File: src/rtl/vta_sim_pkg.sv
// Shared types for the tsim stall controller: FSM state encoding and counter width helper.
// No logic, no latency, no backpressure.
package vta_sim_pkg;

    typedef enum logic [1:0] {
        ST_RUN    = 2'd0,
        ST_DRAIN  = 2'd1,
        ST_HALT   = 2'd2,
        ST_RESUME = 2'd3
    } state_e;

    // Wide enough to hold 0..max_outstanding inclusive.
    function automatic int outst_w(input int max_outstanding);
        return $clog2(max_outstanding) + 1;
    endfunction

endpackage

File: src/rtl/vta_sat_counter.sv
// Saturating up-counter with synchronous clear; clear wins over increment.
// One-cycle update latency; no backpressure, holds at all-ones.
module vta_sat_counter #(
    parameter int W = 32
) (
    input  logic         clk,
    input  logic         rst_n,
    input  logic         inc,
    input  logic         clr,
    output logic [W-1:0] cnt
);

    localparam logic [W-1:0] ONE = W'(1);

    logic [W-1:0] cnt_q, cnt_d;

    always_comb begin
        cnt_d = cnt_q;
        if (clr) begin
            cnt_d = '0;
        end else if (inc && !(&cnt_q)) begin
            cnt_d = cnt_q + ONE;
        end
    end

    always_ff @(posedge clk or negedge rst_n) begin
        if (!rst_n) begin
            cnt_q <= '0;
        end else begin
            cnt_q <= cnt_d;
        end
    end

    assign cnt = cnt_q;

endmodule

File: src/rtl/vta_sim_stall_ctrl.sv
// Freezes the accelerator on a DPI wait: blocks requests, drains bursts, drops clock enable, guarded resume.
// Request path is combinational; accel_en falls one edge after an idle wait and returns RESUME_DLY+1 edges after release.
module vta_sim_stall_ctrl
    import vta_sim_pkg::*;
#(
    parameter  int MAX_OUTSTANDING = 8,
    parameter  int CNT_W           = 32,
    parameter  int RESUME_DLY      = 2,
    localparam int OUTST_W         = outst_w(MAX_OUTSTANDING)
) (
    input  logic               clock,
    input  logic               reset,
    input  logic               dpi_wait,
    input  logic               req_valid_in,
    output logic               req_ready_in,
    output logic               req_valid_out,
    input  logic               req_ready_out,
    input  logic               rsp_valid,
    input  logic               rsp_last,
    output logic               accel_en,
    output logic               halted,
    output logic [OUTST_W-1:0] outstanding,
    input  logic               cnt_clear,
    output logic [CNT_W-1:0]   run_cycles,
    output logic [CNT_W-1:0]   stall_cycles,
    output logic               err_underflow
);

    localparam int                 TMR_W    = (RESUME_DLY > 1) ? $clog2(RESUME_DLY) : 1;
    localparam logic [OUTST_W-1:0] OUT_MAX  = OUTST_W'(MAX_OUTSTANDING);
    localparam logic [OUTST_W-1:0] OUT_ONE  = OUTST_W'(1);
    localparam logic [TMR_W-1:0]   TMR_LOAD = TMR_W'(RESUME_DLY - 1);
    localparam logic [TMR_W-1:0]   TMR_ONE  = TMR_W'(1);

    state_e             state_q, state_d;
    logic [TMR_W-1:0]   tmr_q, tmr_d;
    logic [OUTST_W-1:0] out_q, out_d;
    logic               accel_en_q, halted_q, err_q;
    logic               block, issue, rsp_end, done;

    assign block         = (state_q != ST_RUN) | (out_q == OUT_MAX);
    assign req_valid_out = req_valid_in & ~block;
    assign req_ready_in  = req_ready_out & ~block;
    assign issue         = req_valid_out & req_ready_out;
    assign rsp_end       = rsp_valid & rsp_last;
    assign done          = rsp_end & (out_q != '0);

    always_comb begin
        out_d = out_q;
        case ({issue, done})
            2'b10:   out_d = out_q + OUT_ONE;
            2'b01:   out_d = out_q - OUT_ONE;
            default: out_d = out_q;
        endcase
    end

    always_comb begin
        state_d = state_q;
        tmr_d   = tmr_q;
        case (state_q)
            ST_RUN: begin
                if (dpi_wait) begin
                    state_d = (out_q == '0 && !issue) ? ST_HALT : ST_DRAIN;
                end
            end
            ST_DRAIN: begin
                // Completes even if dpi_wait dropped meanwhile; resume goes through HALT.
                if (out_q == '0) begin
                    state_d = ST_HALT;
                end
            end
            ST_HALT: begin
                if (!dpi_wait) begin
                    state_d = ST_RESUME;
                    tmr_d   = TMR_LOAD;
                end
            end
            ST_RESUME: begin
                if (dpi_wait) begin
                    state_d = ST_HALT;
                end else if (tmr_q == '0) begin
                    state_d = ST_RUN;
                end else begin
                    tmr_d = tmr_q - TMR_ONE;
                end
            end
            default: state_d = ST_RUN;
        endcase
    end

    always_ff @(posedge clock or negedge reset) begin
        if (!reset) begin
            state_q    <= ST_RUN;
            tmr_q      <= '0;
            out_q      <= '0;
            accel_en_q <= 1'b1;
            halted_q   <= 1'b0;
            err_q      <= 1'b0;
        end else begin
            state_q    <= state_d;
            tmr_q      <= tmr_d;
            out_q      <= out_d;
            accel_en_q <= (state_d == ST_RUN) || (state_d == ST_DRAIN);
            halted_q   <= (state_d == ST_HALT);
            if (rsp_end && out_q == '0) begin
                err_q <= 1'b1;
            end
        end
    end

    assign accel_en      = accel_en_q;
    assign halted        = halted_q;
    assign outstanding   = out_q;
    assign err_underflow = err_q;

    vta_sat_counter #(.W(CNT_W)) u_run_cnt (
        .clk   (clock),
        .rst_n (reset),
        .inc   (accel_en_q),
        .clr   (cnt_clear),
        .cnt   (run_cycles)
    );

    vta_sat_counter #(.W(CNT_W)) u_stall_cnt (
        .clk   (clock),
        .rst_n (reset),
        .inc   (~accel_en_q),
        .clr   (cnt_clear),
        .cnt   (stall_cycles)
    );

endmodule

File: config.mk
export PLATFORM = sky130hd
export DESIGN_NAME = vta_sim_stall_ctrl
export DESIGN_NICKNAME = d
export VERILOG_FILES = /design/src/rtl/vta_sim_pkg.sv /design/src/rtl/vta_sat_counter.sv /design/src/rtl/vta_sim_stall_ctrl.sv
export SDC_FILE = /design/constraint.sdc
export NUM_CORES = 1
export LEC_CHECK = 0
export ABC_AREA = 1
export CAP_MARGIN = 20
export CORE_AREA = 4 4 110 165
export CTS_CLUSTER_SIZE = 10
export DETAILED_ROUTE_END_ITERATION = 8
export DIE_AREA = 0 0 114 169
export PLACE_DENSITY = 0.52
export SETUP_SLACK_MARGIN = 0.15
export SLEW_MARGIN = 10
export SYNTH_ARGS = -nofsm -noshare
export SYNTH_HDL_FRONTEND = slang
export SYNTH_SLANG_ARGS = --single-unit
File: constraint.sdc
create_clock -name clock -period 2.15 [get_ports clock]
set_input_delay 0.43 -clock clock [delete_from_list [all_inputs] [get_ports clock]]
set_output_delay 0.43 -clock clock [all_outputs]
set_load 0.02 [all_outputs]
==> results_dict.tcl <==
set metrics [dict create \
    min_period_ns 1.92 \
    clock_latency_ns 0.34 \
    peakVddDrop_v 0.000346 \
    cp-start-kind "flip-flop" \
    io_buffers 80 \
    synth.most_common_cell "nand2_1" \
    grt_pass1_vias 5336 \
    synthCells 763 \
    cts_hold_buffers 0 \
    hpwl_um 12400 \
    synthTopCellsByCount "nand2_1 (323), nor2_1 (130), dfrtp_1 (73), inv_1 (57), nand3_1 (52)" \
    ctsLongestPathBuffers 2 \
    period_share_pct 89.5 \
    ys_ff_latch 74 \
    max_freq_mhz 520 \
    utilization_pct 39.7 \
    grt_pass1_wl_um 27000 \
    final-hold-violation-count 0 \
    dieArea_um2 19300 \
    post_cts_buffers 0 \
    synth.avg_cell_area_um2 6.47 \
    cp.required_ns 1.72 \
    synth_top_flop_cell "dfrtp_1" \
    vias 5137 \
    crit_path_end_kind "output pin" \
    slew_violations 0 \
    layout.nets 897 \
    design_area_um2 6620 \
    antenna_found_initial 0 \
    route.detailed.drc 0 \
    hold_path.class "in2async" \
    critPathMaxFanout 6 \
    numCtsBuffers 9 \
    cp_cell_sequence "clkdlybuf4s50_1" \
    drt_iter0_drc 228 \
    synth_top_area_share_pct 37.0 \
    h-tree-depth 3 \
    synthArstFlopShare_pct 100 \
    row_count 58 \
    ant_nets 0 \
    start_util_pct 29.6 \
    synth.area.top_cells "dfrtp_1 (37%), nand2_1 (25%), nor2_1 (9.9%), nand4_1 (5.3%), nand3_1 (5.3%)" \
    die_w_um 114 \
    via_per_inst 4.67 \
    path_clk_slew_ns 0.07 \
    syn_area_um2 4940 \
    ys_types 27 \
    gr-total-overflow 0 \
    drtPass1Iterations 4 \
    cp_num_buf_inv 1 \
    cts_tree "yes" \
    pre_cts_ws_ns -0.0695 \
    area_delta_synth_final_pct 34.1 \
    slowest_stage "clkdlybuf4s50_1" \
    finalSetupViolations 0 \
    synth_warnings 0 \
    tightest_slew_ns 0.484 \
    die_y_um 169 \
    leakagePower_nw 2.97 \
    path_class "reg2out" \
    max_stage_delay_ns 0.67 \
    drive_above_1_share_pct 12.1 \
    grt_util_all_layers_pct 17.6 \
    ios 81 \
    core_area_um2 16700 \
    syn_nets 776 \
    maxCapViolCount 0 \
    wirelength_um 16200 \
    yosysTopAreaCell "dfrtp_1" \
    setup_ws_ns 0.227 \
    synth_edf_count 0 \
    cts.sinks 74 \
    outcome "finished clean" \
    finalWeightedCongestion 0.908 \
    cp_top_family "buffers and inverters" \
    root_buffer "clkbuf_16" \
    ys_seq_area_share_pct 37.5 \
    slew_headroom_pct 67.7 \
    grt_max_degree 42 \
    critPathArrivalTime_ns 1.49 \
    finClkSkew_ns 0.00986 \
    wire_per_inst_um 14.8 \
    dpl-instance-area_um2 6270 \
    rsz0062_at_grt "no" \
    antenna_cells 0 \
    power_density_nw_per_um2 682 \
]
-- per-layer routing --
layer / vias up / share of wire [%] / track usage [%]
met5: - / 0 / 0
met2: 101 / 55 / 33.2
met3: 29 / 2.9 / 2.61
met4: 0 / 3.5 / 8.01
met1: 2364 / 39 / 18.9
li1: 2643 / - / -
-- layout by cell type, fill, tap and decap left out, types with 2 or more instances in the layout --
master	instances
o21ai_0	5
nand4_1	42
nor2_4	4
inv_2	4
buf_4	44
nand2_2	8
nand3b_1	4
xor2_2	2
clkbuf_16	9
or2_2	11
clkdlybuf4s50_1	76
ha_1	4
nor2_1	126
inv_1	54
clkinvlp_4	3
xor2_1	12
o21bai_1	2
dfrtp_1	71
xnor2_1	7
dlygate4sd2_1	2
nor2_2	5
nand3_1	51
nand2_1	323
nand2_4	2
dfrtp_2	2
-- final timing paths --
| kind | start | end | slack [ns] | cells past startpoint |
|---|---|---|---|---|
| max in group asynchronous | reset | u_run_cnt.cnt[22]$_DFFE_PN0P_ | 1.47 | 2 |
| min reg2reg | err_underflow$_DFFE_PN0P_ | err_underflow$_DFFE_PN0P_ | 0.53 | 1 |
| min | reset | outstanding[0]$_DFFE_PN0P_ | 0.04 | 1 |
| min in group clock | err_underflow$_DFFE_PN0P_ | err_underflow$_DFFE_PN0P_ | 0.53 | 1 |
| max reg2reg | outstanding[1]$_DFFE_PN0P_ | outstanding[2]$_DFFE_PN0P_ | 0.32 | 10 |
| max | u_run_cnt.cnt[19]$_DFFE_PN0P_ | run_cycles[19] | 0.23 | 1 |
-- area by class of cell --
cell class                 instances  area [um2]
fill                            1791       10100
multi-input combinational        614        2800
sequential                        74        1860
timing repair buffer             125        1150
tap                              210         263
inverter                          60         245
clock buffer                      10         239
clock inverter                     6        66.3
-- cells by family after synthesis --
| family | count (synthesis) | share of synthesized area (%) |
|---|---|---|
| AO/OA/AOI/OAI | 10 | 1.19 |
| XOR/XNOR | 21 | 3.73 |
| adder cells (fa/ha/maj) | 5 | 1.27 |
| buffers and inverters | 75 | 6.57 |
| flip-flops | 74 | 37.5 |
| AND/OR/NAND/NOR | 578 | 49.7 |
-- flip-flops by register name, summed over array words and instances (netlist names) --
name and count:
halted 1, u_run_cnt.cnt 32, err_underflow 1, u_stall_cnt.cnt 32
outstanding 4, accel_en 1, state_q 2, tmr_q 1
-- timing repair --
| action | 4_1_cts | 5_1_grt |
|---|---|---|
| endpoints found under the hold margin | 0 | 0 |
| pin swaps | 0 | 2 |
| setup endpoints to repair | 4 | 40 |
| gates resized for setup | 4 | 17 |
-- where the power goes --
group,total [mW],internal [mW],switching [mW]
clock,1.58,0.932,0.650
sequential,1.65,1.52,0.128
combinational,1.29,0.469,0.819
total,4.52,2.92,1.60
-- stage by stage --
step | TNS [ns] | power [mW] | std cells | hold slack, ns
floorplan | 0 | 2.39 | 763 | 0.134
global placement | -0.0406 | 2.91 | 1082 | 0.432
CTS | 0 | 4.53 | 1099 | 0.0575
finish | 0 | 4.52 | 1099 | 0.0439
detailed placement | -0.101 | 2.94 | 1083 | 0.434
global route | 0 | 4.76 | 1099 | 0.0826
Note: power is estimated with default switching activity, not from simulation.
